## src/rtl/ex_div_pkg.sv

```systemverilog
// Shared EX-stage defines: ALU op codes for division and the divider's
// state encodings, handshake levels and operand-magnitude helper.
package ex_div_pkg;

  typedef enum logic [1:0] {
    DIV_FREE    = 2'b00,
    DIV_BY_ZERO = 2'b01,
    DIV_ON      = 2'b10,
    DIV_END     = 2'b11
  } div_state_e;

  localparam logic       DIV_RESULT_READY     = 1'b1;
  localparam logic       DIV_RESULT_NOT_READY = 1'b0;
  localparam logic       DIV_START            = 1'b1;
  localparam logic       DIV_STOP             = 1'b0;
  localparam logic [7:0] EXE_DIV_OP           = 8'b0001_1010;
  localparam logic [7:0] EXE_DIVU_OP          = 8'b0001_1011;
  localparam logic [5:0] DIV_STEPS            = 6'd32;

  // Two's-complement magnitude of a negative signed operand; pass-through otherwise.
  function automatic logic [31:0] div_mag(input logic [31:0] val, input logic is_signed);
    logic [31:0] mag;
    if (is_signed && val[31]) begin
      mag = ~val + 32'd1;
    end else begin
      mag = val;
    end
    return mag;
  endfunction

  function automatic logic [31:0] neg_if(input logic [31:0] val, input logic neg);
    logic [31:0] res;
    if (neg) begin
      res = ~val + 32'd1;
    end else begin
      res = val;
    end
    return res;
  endfunction

endpackage

```

## src/rtl/ex_div.sv

```systemverilog
// 32-bit restoring divider for the EX stage (DIV/DIVU): one quotient bit per
// clock, annulable while iterating, result held until start_i drops.
module ex_div
  import ex_div_pkg::*;
(
  input  logic        clk,
  input  logic        rst,
  input  logic        signed_div_i,
  input  logic [31:0] opdata1_i,
  input  logic [31:0] opdata2_i,
  input  logic        start_i,
  input  logic        annul_i,
  output logic [63:0] result_o,
  output logic        ready_o
);

  div_state_e  r_state;
  div_state_e  w_state_nxt;
  logic [5:0]  r_cnt;
  logic [5:0]  w_cnt_nxt;
  logic [64:0] r_dividend;
  logic [64:0] w_dividend_nxt;
  logic [31:0] r_divisor;
  logic [31:0] w_divisor_nxt;
  logic        r_neg_q;
  logic        w_neg_q_nxt;
  logic        r_neg_r;
  logic        w_neg_r_nxt;
  logic [63:0] r_result;
  logic [63:0] w_result_nxt;
  logic        r_ready;
  logic        w_ready_nxt;

  // Partial remainder sits in [64:32], quotient bits shift in at [0].
  logic [64:0] w_shift;
  logic [33:0] w_diff;
  assign w_shift = r_dividend << 1;
  assign w_diff  = {1'b0, w_shift[64:32]} - {2'b00, r_divisor};

  // State and datapath registers.
  always_ff @(posedge clk or negedge rst) begin
    if (!rst) begin
      r_state    <= DIV_FREE;
      r_cnt      <= 6'd0;
      r_dividend <= 65'd0;
      r_divisor  <= 32'd0;
      r_neg_q    <= 1'b0;
      r_neg_r    <= 1'b0;
      r_result   <= 64'd0;
      r_ready    <= DIV_RESULT_NOT_READY;
    end else begin
      r_state    <= w_state_nxt;
      r_cnt      <= w_cnt_nxt;
      r_dividend <= w_dividend_nxt;
      r_divisor  <= w_divisor_nxt;
      r_neg_q    <= w_neg_q_nxt;
      r_neg_r    <= w_neg_r_nxt;
      r_result   <= w_result_nxt;
      r_ready    <= w_ready_nxt;
    end
  end

  // Next-state, iteration step and output update.
  always_comb begin
    w_state_nxt    = r_state;
    w_cnt_nxt      = r_cnt;
    w_dividend_nxt = r_dividend;
    w_divisor_nxt  = r_divisor;
    w_neg_q_nxt    = r_neg_q;
    w_neg_r_nxt    = r_neg_r;
    w_result_nxt   = r_result;
    w_ready_nxt    = r_ready;
    case (r_state)
      DIV_FREE: begin
        if ((start_i == DIV_START) && !annul_i) begin
          w_dividend_nxt = {33'd0, div_mag(opdata1_i, signed_div_i)};
          w_divisor_nxt  = div_mag(opdata2_i, signed_div_i);
          w_neg_q_nxt    = signed_div_i & (opdata1_i[31] ^ opdata2_i[31]);
          w_neg_r_nxt    = signed_div_i & opdata1_i[31];
          w_cnt_nxt      = 6'd0;
          if (opdata2_i == 32'd0) begin
            w_state_nxt = DIV_BY_ZERO;
          end else begin
            w_state_nxt = DIV_ON;
          end
        end else begin
          w_state_nxt = DIV_FREE;
        end
      end
      DIV_BY_ZERO: begin
        w_state_nxt  = DIV_END;
        w_result_nxt = 64'd0;
        w_ready_nxt  = DIV_RESULT_READY;
      end
      DIV_ON: begin
        if (annul_i) begin
          w_state_nxt  = DIV_FREE;
          w_cnt_nxt    = 6'd0;
          w_result_nxt = 64'd0;
          w_ready_nxt  = DIV_RESULT_NOT_READY;
        end else if (r_cnt != DIV_STEPS) begin
          // Borrow clear means the trial subtraction fits: keep it and shift in a 1.
          if (!w_diff[33]) begin
            w_dividend_nxt = {w_diff[32:0], w_shift[31:1], 1'b1};
          end else begin
            w_dividend_nxt = w_shift;
          end
          w_cnt_nxt = r_cnt + 6'd1;
        end else begin
          w_result_nxt = {neg_if(r_dividend[63:32], r_neg_r), neg_if(r_dividend[31:0], r_neg_q)};
          w_ready_nxt  = DIV_RESULT_READY;
          w_state_nxt  = DIV_END;
          w_cnt_nxt    = 6'd0;
        end
      end
      DIV_END: begin
        if (start_i == DIV_STOP) begin
          w_state_nxt  = DIV_FREE;
          w_result_nxt = 64'd0;
          w_ready_nxt  = DIV_RESULT_NOT_READY;
        end else begin
          w_state_nxt = DIV_END;
        end
      end
      default: begin
        w_state_nxt  = DIV_FREE;
        w_cnt_nxt    = 6'd0;
        w_result_nxt = 64'd0;
        w_ready_nxt  = DIV_RESULT_NOT_READY;
      end
    endcase
  end

  assign result_o = r_result;
  assign ready_o  = r_ready;

endmodule

```

## config.mk

```make
export PLATFORM = sky130hd
export DESIGN_NAME = ex_div
export DESIGN_NICKNAME = d
export VERILOG_FILES = /design/src/rtl/ex_div_pkg.sv /design/src/rtl/ex_div.sv
export SDC_FILE = /design/constraint.sdc
export NUM_CORES = 1
export LEC_CHECK = 0
export ABC_AREA = 1
export CORE_MARGIN = 2
export CORE_UTILIZATION = 45
export DETAILED_ROUTE_END_ITERATION = 7
export PLACE_DENSITY = 0.65
export REMOVE_ABC_BUFFERS = 1
export SYNTH_ARGS = -nofsm -noshare
export SYNTH_HDL_FRONTEND = slang
export SYNTH_SLANG_ARGS = --single-unit
```

## constraint.sdc

```tcl
create_clock -name clk -period 5.9 [get_ports clk]
set_clock_uncertainty 0.2 [all_clocks]
set_input_delay 0.59 -clock clk [delete_from_list [all_inputs] [get_ports clk]]
set_output_delay 0.59 -clock clk [all_outputs]
set_load 0.05 [all_outputs]
```

* Word level (Yosys, flattened, before mapping)
Cells that the tools add are included.
** Word-level totals
- Logic and storage cells :: 69
- Input port bits :: 69
- Flip-flop bits (word level) :: 171
- Output and inout bits :: 65
** Cells by class
- Multiplexer cells :: 27
- Add/sub/neg operators :: 6
- Equal/unequal tests :: 9
- Reductions and logical operators :: 12
- Bitwise operators :: 7
** Operator list (count)
- 64-bit 2-to-1 mux :: 7
- 64-bit one-hot mux with 3 select lines :: 1
- 32-bit by 1-bit adder with 32-bit output, second input constant :: 4
- 32-bit 2-to-1 mux :: 4
- 32-bit NOT :: 4
- 64-bit one-hot mux with 2 select lines :: 1
- 33-bit by 32-bit subtractor with 34-bit output :: 1
- 32-bit zero test :: 1
- 6-bit 2-to-1 mux :: 3
- 6-bit one-hot mux with 2 select lines :: 1
- 2-bit 2-to-1 mux :: 5
- 2-bit inequality test, second input constant :: 4
- 2-bit one-hot mux with 4 select lines :: 1
- 6-bit by 1-bit adder with 6-bit output, second input constant :: 1
- 6-bit inequality test, second input constant :: 1
- 2-bit == test, second input constant :: 2
- 2-bit AND reduction :: 2
- 4-bit AND reduction :: 1
- 1-bit logical AND :: 3
- 1-bit 2-to-1 mux :: 3
- 3-bit inequality test, second input constant :: 1
- 1-bit one-hot mux with 3 select lines :: 1
- 3-bit AND reduction :: 1
- 3-bit nonzero test :: 1
- 6 further kinds :: 7

* Depth between registers and ports, before layout
Gate-level depths: netlist (run 1).
- Word-level depth :: 6
- Mapped depth :: 17
- Depth with buffers taken out :: 16

* Least setup slack after synthesis (run 1)
No wires, ideal clock.
- Kind :: register to register
- Start :: reg r_dividend[31]
- End :: reg r_dividend[60]
- Period minus slack after synthesis :: 2.201 ns
- Arrival :: 1.885 ns
- Buffers on the path :: 0
- Required time :: 5.584 ns
- Library setup time :: 0.116 ns
- Cell stages (with the launch flop) :: 17
- Slack :: 3.699 ns
- Cells stage by stage :: dfrtp_1 -> inv_1 -> ha_1 -> inv_1 -> fa_1 -> nand3_1 -> nand3_1 -> nand2_1 -> nand2_1 -> nand2_1 -> nand2_1 -> nand2_1 -> nand2_1 -> nand2_1 -> nand3_1 -> nand2_1 -> nand2_1
** Between the ends
- Word-level cells in the longest chain between the ends :: 5
** RTL lines
- start: declaration :: RTL line ex_div.sv:21 : logic [64:0] r_dividend;
- start signal: assignment :: RTL line ex_div.sv:54 : r_dividend <= w_dividend_nxt;
- 33-bit by 32-bit subtractor with 34-bit output :: RTL line ex_div.sv:38 : assign w_diff = {1'b0, w_shift[64:32]} - {2'b00, r_divisor};
- 64-bit 2-to-1 mux :: RTL line ex_div.sv:103 : if (!w_diff[33]) begin
- 64-bit 2-to-1 mux :: RTL line ex_div.sv:101 : end else if (r_cnt != DIV_STEPS) begin
- 64-bit 2-to-1 mux :: RTL line ex_div.sv:96 : if (annul_i) begin
- 64-bit one-hot mux with 2 select lines :: RTL line ex_div.sv:73 : case (r_state)
No other way between the ends. The select of a mux whose other input is x is not followed.
A chain may end at the register's enable or synchronous reset.

* Final worst setup path (run 1)
- Start :: reg r_state[0]
- End :: reg r_result[2] (netlist: result_o[2])
** Between the ends
- Word-level cells in the longest chain between the ends :: 3
- Elaborated cells on any way between the ends :: 8
- Classes of those cells :: eq/ne (5); mux (1); reduce/logical (2)
** RTL lines
- start: declaration :: RTL line ex_div.sv:17 : div_state_e r_state;
- start signal: assignment :: RTL line ex_div.sv:52 : r_state <= w_state_nxt;
- 2-bit == test or 2-bit by 1-bit == test with 1-bit output (tied branches) :: RTL line ex_div.sv:73
- 3-bit inequality test (no line), or another cell as far along
- 3-bit AND reduction (no line)
- end signal: assignment :: RTL line ex_div.sv:58 : r_result <= w_result_nxt;
- end: declaration :: RTL line ex_div.sv:29 : logic [63:0] r_result;
Several ways; a longest one is shown, not always the timed one.

==> metrics.txt, run 1 <==
# TYPE chip_impl_metric gauge
chip_impl_metric{name="share_comb_of_total_power",unit="%"} 59.7
chip_impl_metric{name="detail_route.drc_violations",unit=""} 0
chip_impl_info{name="rsz0062_at_grt",value="false"} 1
chip_impl_info{name="crit_path_category",value="register to register"} 1
chip_impl_metric{name="core_ar",unit="µm²"} 28900
chip_impl_metric{name="timing_worst_slew_pin_value",unit="ns"} 1.10
chip_impl_metric{name="power.clock.fraction",unit="%"} 15.1
chip_impl_metric{name="finalHoldWorstSlack",unit="ns"} -0.00904
chip_impl_metric{name="swShare",unit="%"} 52.1
chip_impl_metric{name="grt_first_pass_wirelength",unit="mm"} 70.0
chip_impl_metric{name="post-cts-setup-buffer-count",unit=""} 0
chip_impl_metric{name="irDropWorstVdd",unit="mV"} 0.226
chip_impl_metric{name="place.port_buffers",unit=""} 133
chip_impl_info{name="setup.worst_path.end_class",value="register"} 1
chip_impl_metric{name="fp.dieArea",unit="µm²"} 30900
chip_impl_info{name="highest_routed_layer",value="met4"} 1
chip_impl_metric{name="cts.hold.buffers_added",unit=""} 0
chip_impl_metric{name="fillCellCount",unit=""} 2983
chip_impl_metric{name="synth_edf_count",unit=""} 0
chip_impl_metric{name="fp.dieH",unit="µm"} 176
chip_impl_metric{name="cts-buffers-inserted",unit=""} 17
chip_impl_info{name="critical_path.reg2reg.endpoint",value="result_o[2]"} 1
chip_impl_info{name="timing.critical_path.from",value="r_state[0]"} 1
chip_impl_metric{name="synth-async-reset-ratio",unit="%"} 100
chip_impl_metric{name="switchingPower",unit="mW"} 3.81
chip_impl_metric{name="number_of_nets_in_the_layout",unit=""} 2294
chip_impl_metric{name="ctsLongestPathBuffers",unit=""} 2
chip_impl_metric{name="post_route_cells_drive_above_1_share",unit="%"} 4.78
chip_impl_metric{name="data_arrival_critical_path",unit="ns"} 3.70
chip_impl_metric{name="sequentialPowerShare",unit="%"} 25.3
chip_impl_metric{name="maximum_number_of_pins_on_one_net_before_global_route_repair",unit=""} 172
chip_impl_metric{name="layout_min_cycle_time",unit="ns"} 3.56
chip_impl_metric{name="stdcell_area",unit="µm²"} 15400
chip_impl_metric{name="finalHoldViolCount",unit=""} 7
chip_impl_metric{name="placed_instances",unit=""} 2551
chip_impl_metric{name="setup_violations",unit=""} 0
chip_impl_metric{name="critPathRequiredTime",unit="ns"} 6.04
chip_impl_metric{name="die_x",unit="µm"} 176
chip_impl_metric{name="synth_sequential_area_ratio",unit="%"} 32.3
chip_impl_info{name="synthFlopType",value="sky130_fd_sc_hd__dfrtp_1"} 1
chip_impl_metric{name="worst_max_slew_margin_expressed_relative_to_the_limit",unit="%"} 26.5
chip_impl_metric{name="final.period_utilization",unit="%"} 60.4
chip_impl_metric{name="syn_inst",unit=""} 2087
chip_impl_metric{name="critical_path_buf_inv_count",unit=""} 2
chip_impl_metric{name="syn_avg_cell_area",unit="µm²"} 6.35
chip_impl_metric{name="drt_iter0_markers",unit=""} 1138
chip_impl_metric{name="pwr_density_cell",unit="nW/µm²"} 475
chip_impl_metric{name="routabilityCongestion",unit=""} 0.934
chip_impl_info{name="worstPathCellList",value="nor2_2, inv_1, nand2_1, nand2_2, buf_4, o41ai_1"} 1
chip_impl_metric{name="htree_num_levels",unit=""} 4
chip_impl_metric{name="cts_resized",unit=""} 0
chip_impl_metric{name="synth.lib_cells_used.distinct",unit=""} 49
chip_impl_info{name="crit_end",value="result_o[2]"} 1
chip_impl_metric{name="wl_met2",unit="mm"} 20.6
chip_impl_info{name="cts_tree",value="yes"} 1
chip_impl_metric{name="via_per_inst",unit=""} 5.31
chip_impl_metric{name="worst-r2r-cell-count",unit=""} 6
chip_impl_metric{name="fmax",unit="MHz"} 281
chip_impl_metric{name="cell_int_power",unit="mW"} 3.50
chip_impl_metric{name="r2r_slack",unit="ns"} 2.34
chip_impl_info{name="timing.critical_path.slowest_stage_cell",value="sky130_fd_sc_hd__inv_1"} 1
chip_impl_metric{name="placed_area",unit="µm²"} 14800
chip_impl_metric{name="globalRouteOverflowTotal",unit=""} 0
chip_impl_metric{name="static-leakage-power",unit="nW"} 7.87
chip_impl_info{name="failed_checks",value="hold timing"} 1
chip_impl_metric{name="met3_length",unit="mm"} 1.97
chip_impl_info{name="run_status",value="finished with violations"} 1
chip_impl_metric{name="totalWireLength",unit="mm"} 43.1
chip_impl_metric{name="yosys_warnings",unit=""} 0
chip_impl_metric{name="timing.final.max_slew_violations",unit=""} 0
chip_impl_metric{name="num_rows",unit=""} 62
chip_impl_metric{name="globalRouteTotalUtil",unit="%"} 28.7
chip_impl_metric{name="post_route_non_filler_standard_cell_count",unit=""} 2581
chip_impl_metric{name="timing.setup.tns",unit="ns"} 0
chip_impl_metric{name="initial_core_util",unit="%"} 45.9
chip_impl_metric{name="via_count_of_the_first_global_routing_pass",unit=""} 13339
chip_impl_metric{name="route.layer.met1.wl",unit="mm"} 19.1
chip_impl_info{name="worst_hold_path_type",value="primary input to async pin"} 1
chip_impl_metric{name="cp_slowest_stage_delay",unit="ns"} 0.66
chip_impl_metric{name="drt_first_pass_iters",unit=""} 6
chip_impl_info{name="crit-reg2reg-launch",value="r_state[0]"} 1
chip_impl_metric{name="dp_hpwl",unit="mm"} 33.3
chip_impl_metric{name="clk_pin_slew_worst_paths",unit="ns"} 0.07
chip_impl_metric{name="clkLatencyLatePin",unit="ns"} 0.45
chip_impl_metric{name="vias",unit=""} 13717
chip_impl_info{name="critical_path.top_delay_family",value="simple AND/OR/NAND/NOR gates"} 1
chip_impl_metric{name="antenna_violating_nets_post_route",unit=""} 0
chip_impl_metric{name="n_antenna_cell",unit=""} 0
chip_impl_metric{name="synth_seq_cells",unit=""} 171
chip_impl_metric{name="wire_per_inst",unit="µm"} 16.7
chip_impl_metric{name="clock-sinks",unit=""} 171
chip_impl_metric{name="cap_violations",unit=""} 0
chip_impl_info{name="setup.worst_path.start_class",value="register"} 1
chip_impl_metric{name="num_io_pins",unit=""} 134
chip_impl_metric{name="flow.area_growth_from_synthesis",unit="%"} 16.1
chip_impl_metric{name="path_depth",unit=""} 6
chip_impl_metric{name="cell_area_after_synthesis",unit="µm²"} 13300
chip_impl_metric{name="crit_path_max_fanout",unit=""} 57
chip_impl_info{name="cts_root_buf",value="sky130_fd_sc_hd__clkbuf_16"} 1
chip_impl_metric{name="number_of_antenna_violations_at_the_first_check_in_global_routing",unit=""} 0
[cell usage after synthesis (10+ instances only)]
master	number	area, µm²
sky130_fd_sc_hd__nand2_2	10	62.6
sky130_fd_sc_hd__o21ai_1	17	85.1
sky130_fd_sc_hd__nand3_1	186	931
sky130_fd_sc_hd__o21ai_0	162	811
sky130_fd_sc_hd__xor2_1	25	219
sky130_fd_sc_hd__inv_2	11	41.3
sky130_fd_sc_hd__dfrtp_1	171	4280
sky130_fd_sc_hd__nand2_1	666	2500
sky130_fd_sc_hd__nor2_1	195	732
sky130_fd_sc_hd__nand4_1	25	156
sky130_fd_sc_hd__buf_2	28	140
sky130_fd_sc_hd__nor3_1	36	180
sky130_fd_sc_hd__clkbuf_1	23	86.3
sky130_fd_sc_hd__nand3_2	13	130
sky130_fd_sc_hd__inv_1	280	1050
sky130_fd_sc_hd__ha_1	38	475
sky130_fd_sc_hd__a21oi_1	75	375
sky130_fd_sc_hd__xnor2_1	15	131
[how the worst min path moves through the flow]
| stage | startpoint | end | slack [ns] | depth (start not counted) |
|---|---|---|---|---|
| finish | rst | result_o[10] | -0.009 | 2 |
| global route | rst | result_o[8] | 0.14 | 2 |
| CTS | rst | result_o[8] | 0.14 | 2 |
| detailed placement | result_o[63] | result_o[63] | 0.27 | 2 |
| global placement | result_o[43] | result_o[43] | 0.26 | 2 |
| floorplan | rst | r_cnt[0] | 0.09 | 0 |
[registers in the layout, summed over array words and instances (netlist names)]
register,flops
r_dividend,64
result_o,64
r_divisor,32
r_cnt,6
r_state,2
r_neg_q,1
r_neg_r,1
ready_o,1
[power by group through the flow]
stage / registers (mW) / logic (mW) / clock network (mW)
after floorplan: 1.84 / 3.06 / 0
after global placement: 1.85 / 4.27 / 0
after detailed placement: 1.85 / 4.32 / 0
after CTS: 1.84 / 4.34 / 1.12
after global routing: 1.89 / 4.96 / 1.17
final: 1.85 / 4.36 / 1.10
[per-layer routing]
layer,vias to the layer above,track usage [%]
met5,-,0
met4,0,11.1
met3,83,3.33
met2,422,49.7
met1,6332,36.7
li1,6880,-
[cell type report]
class,instances,area [µm²],area share (%)
clock buffers,21,470,3.06
clock inverters,9,91.3,0.593
inverters,293,1100,7.14
multi-input cells,1560,7550,49.1
flip-flops and latches,171,4280,27.8
well taps,384,480,3.12
repair buffers,143,1420,9.22
[per-stage QoR]
step	setup slack (ns)	hold WS, ns	utilization, %	power (mW)
floorplan	2.89	0.0944	-	4.90
global placement	2.30	0.264	51.4	6.12
detailed placement	2.21	0.266	51.4	6.17
CTS	2.28	0.135	53.3	7.30
global route	2.09	0.139	53.3	8.02
finish	2.34	-0.00904	53.3	7.31
[cell families (layout without fill, tap and decap cells)]
kind of cell    after synthesis  count (layout)  synth area share, %
xor+xnor                     40              40                 2.64
fa+ha+maj                    39              39                 3.74
flops                       171             171                 32.3
buf+inv                     356             466                 10.8
compound gates              305             305                 12.5
simple gates               1176            1176                 38.1
[layout by cell type (no fill, tap or decap), drive strengths merged, types with 6 or more instances in the layout]
master and n:
and2 6, nand2 680, o221ai 6, dfrtp 171
clkbuf 21, nor2 206, nor3 42, nand3b 9
nand4 26, o211ai 7, a31oi 6, o31ai 8
clkdlybuf4s50 132, o21ai 181, ha 38, or2 7
o22ai 9, nand3 199, inv 292, xor2 25
buf 11, xnor2 15, a21oi 77
No activity file was read; power rests on OpenSTA's default activity.
==> run 2, diff against run 1 <==
PLACE_DENSITY = 0.68   (was 0.65)
clock period = 3 ns   (was 5.9 ns; I/O delays follow)
==> metrics.txt, run 2 (same netlist as run 1, synthesis figures left out) <==
# TYPE chip_impl_metric gauge
chip_impl_info{name="run_status",value="finished, final reports clean"} 1
chip_impl_metric{name="layout.core_utilization",unit="%"} 54.5
chip_impl_metric{name="num_io_pins",unit=""} 134
chip_impl_metric{name="cp_slowest_stage_delay",unit="ns"} 0.48
chip_impl_metric{name="worst-r2r-cell-count",unit=""} 12
chip_impl_metric{name="path_depth",unit=""} 12
chip_impl_metric{name="antenna_violating_nets_post_route",unit=""} 0
chip_impl_metric{name="globalRouteTotalUtil",unit="%"} 29.4
chip_impl_metric{name="flow.area_growth_from_synthesis",unit="%"} 18.7
chip_impl_info{name="cts_tree",value="yes"} 1
chip_impl_metric{name="initial_core_util",unit="%"} 45.9
chip_impl_metric{name="vias",unit=""} 13701
chip_impl_metric{name="via_per_inst",unit=""} 5.24
chip_impl_metric{name="via_count_of_the_first_global_routing_pass",unit=""} 13284
chip_impl_info{name="setup.worst_path.end_class",value="register"} 1
chip_impl_metric{name="ctsLongestPathBuffers",unit=""} 2
chip_impl_metric{name="fmax",unit="MHz"} 364
chip_impl_info{name="crit_path_category",value="register to register"} 1
chip_impl_metric{name="drt_iter0_markers",unit=""} 1036
chip_impl_metric{name="finalPower",unit="mW"} 14.8
chip_impl_info{name="setup.worst_path.start_class",value="register"} 1
chip_impl_metric{name="totalWireLength",unit="mm"} 44.3
chip_impl_metric{name="grt_first_pass_wirelength",unit="mm"} 71.0
chip_impl_metric{name="clock-sinks",unit=""} 171
chip_impl_metric{name="routabilityCongestion",unit=""} 0.946
chip_impl_info{name="rsz0062_at_grt",value="false"} 1
chip_impl_info{name="crit-reg2reg-launch",value="r_dividend[51]"} 1
chip_impl_metric{name="crit_path_max_fanout",unit=""} 24
chip_impl_metric{name="number_of_antenna_violations_at_the_first_check_in_global_routing",unit=""} 0
chip_impl_metric{name="number_of_nets_in_the_layout",unit=""} 2327
chip_impl_metric{name="cap_violations",unit=""} 0
chip_impl_metric{name="post-cts-setup-buffer-count",unit=""} 0
chip_impl_metric{name="clk_pin_slew_worst_paths",unit="ns"} 0.08
chip_impl_metric{name="timing_worst_slew_pin_value",unit="ns"} 0.732
chip_impl_metric{name="wire_per_inst",unit="µm"} 16.9
chip_impl_info{name="worst_hold_path_type",value="primary input to async pin"} 1
chip_impl_metric{name="critPathRequiredTime",unit="ns"} 3.10
chip_impl_metric{name="globalRouteOverflowTotal",unit=""} 0
chip_impl_metric{name="worst_max_slew_margin_expressed_relative_to_the_limit",unit="%"} 51.1
chip_impl_metric{name="detail_route.drc_violations",unit=""} 0
chip_impl_metric{name="n_antenna_cell",unit=""} 0
chip_impl_info{name="timing.critical_path.slowest_stage_cell",value="sky130_fd_sc_hd__dfrtp_1"} 1
chip_impl_metric{name="fp.dieH",unit="µm"} 176
chip_impl_metric{name="timing.final.max_slew_violations",unit=""} 0
chip_impl_info{name="mostFrequentLayoutCell",value="sky130_fd_sc_hd__nand2_1"} 1
chip_impl_metric{name="fp.dieArea",unit="µm²"} 30900
chip_impl_metric{name="drt_first_pass_iters",unit=""} 5
chip_impl_info{name="critPathMostFrequentCell",value="sky130_fd_sc_hd__nand2_1"} 1
chip_impl_metric{name="critical_path_buf_inv_count",unit=""} 2
chip_impl_metric{name="cts-buffers-inserted",unit=""} 17
chip_impl_metric{name="dp_hpwl",unit="mm"} 35.4
chip_impl_metric{name="maximum_number_of_pins_on_one_net_before_global_route_repair",unit=""} 64
chip_impl_metric{name="num_rows",unit=""} 62
chip_impl_metric{name="r2r_slack",unit="ns"} 0.26
chip_impl_metric{name="layout_min_cycle_time",unit="ns"} 2.74
chip_impl_metric{name="die_x",unit="µm"} 176
chip_impl_metric{name="setup_violations",unit=""} 0
chip_impl_metric{name="final.period_utilization",unit="%"} 91.5
chip_impl_info{name="timing.critical_path.from",value="r_dividend[51]"} 1
chip_impl_metric{name="core_ar",unit="µm²"} 28900
chip_impl_metric{name="post_route_cells_drive_above_1_share",unit="%"} 6.27
chip_impl_info{name="critical_path.top_delay_family",value="simple AND/OR/NAND/NOR gates"} 1
chip_impl_metric{name="irDropWorstVdd",unit="mV"} 0.418
chip_impl_info{name="critical_path.reg2reg.endpoint",value="r_dividend[32]"} 1
chip_impl_metric{name="clkLatencyLatePin",unit="ns"} 0.44
chip_impl_info{name="crit_end",value="r_dividend[32]"} 1
chip_impl_metric{name="pwr_density_cell",unit="nW/µm²"} 943
chip_impl_metric{name="static-leakage-power",unit="nW"} 8.08
chip_impl_info{name="cts_root_buf",value="sky130_fd_sc_hd__clkbuf_16"} 1
chip_impl_metric{name="place.port_buffers",unit=""} 133
chip_impl_metric{name="data_arrival_critical_path",unit="ns"} 2.85
chip_impl_metric{name="cts.hold.buffers_added",unit=""} 1
chip_impl_metric{name="finalHoldViolCount",unit=""} 0
chip_impl_metric{name="timing.setup.tns",unit="ns"} 0
chip_impl_metric{name="htree_num_levels",unit=""} 4
chip_impl_info{name="worstPathCellList",value="ha_1, nand2_1, inv_2, nand2_1, nand2_1, a21oi_2, nor2_2, nor2_4, buf_4, nand3_1, nand3_1, o21ai_0"} 1
chip_impl_metric{name="cts_resized",unit=""} 0
chip_impl_info{name="layout.cells.most_common_list",value="sky130_fd_sc_hd__nand2_1 (665), sky130_fd_sc_hd__inv_1 (280), sky130_fd_sc_hd__nor2_1 (195)"} 1
[run 2: cell types whose count changed in the layout (fill, tap and decap cells not counted), sizes merged]
cell	delta
buf	+32
clkinv	+1
dlygate4sd3	+1
inv	+7
clkbuf	-4
clkinvlp	-2
[run 2: through the flow]
| step | hold WS [ns] | area [µm²] | instances | setup WS, ns |
|---|---|---|---|---|
| after global routing | 0.218 | 15700 | 2616 | 0.0513 |
| after CTS | 0.198 | 15700 | 2616 | 0.265 |
| after floorplan | -0.196 | 12900 | 2024 | 0.0331 |
| after global placement | 0.110 | 15100 | 2583 | 0.244 |
| after detailed placement | 0.109 | 15100 | 2583 | 0.270 |
| final | 0.163 | 15700 | 2616 | 0.255 |
[run 2: layer usage]
metal  track usage [%]  vias to the layer above  share of wire (%)
li1                  -                     6954                  -
met3              3.31                       64                4.6
met4              9.57                        0                2.8
met5                 0                        -                  0
met2              50.7                      393                 48
met1              38.7                     6290                 45
[run 2: worst min path at each step]
stage / start / slack [ns] / end / cells past startpoint
global route: rst / 0.22 / result_o[8] / 2
global placement: rst / 0.11 / result_o[8] / 1
floorplan: rst / -0.20 / r_cnt[0] / 0
finish: rst / 0.16 / result_o[8] / 2
CTS: rst / 0.20 / result_o[8] / 2
detailed placement: rst / 0.11 / result_o[8] / 1
[run 2: power by group]
part           switching, mW  total (mW)  internal (mW)
Clock                   1.12        2.31           1.20
Sequential             0.627        3.56           2.93
Combinational           6.00        8.97           2.97
[run 2: cell type report]
class,instances,area [µm²]
inverters,293,1100
fillers,2962,13100
flip-flops and latches,171,4280
repair buffers,176,1720
multi-input cells,1560,7550
clock inverters,15,176
well taps,384,480
clock buffers,17,425
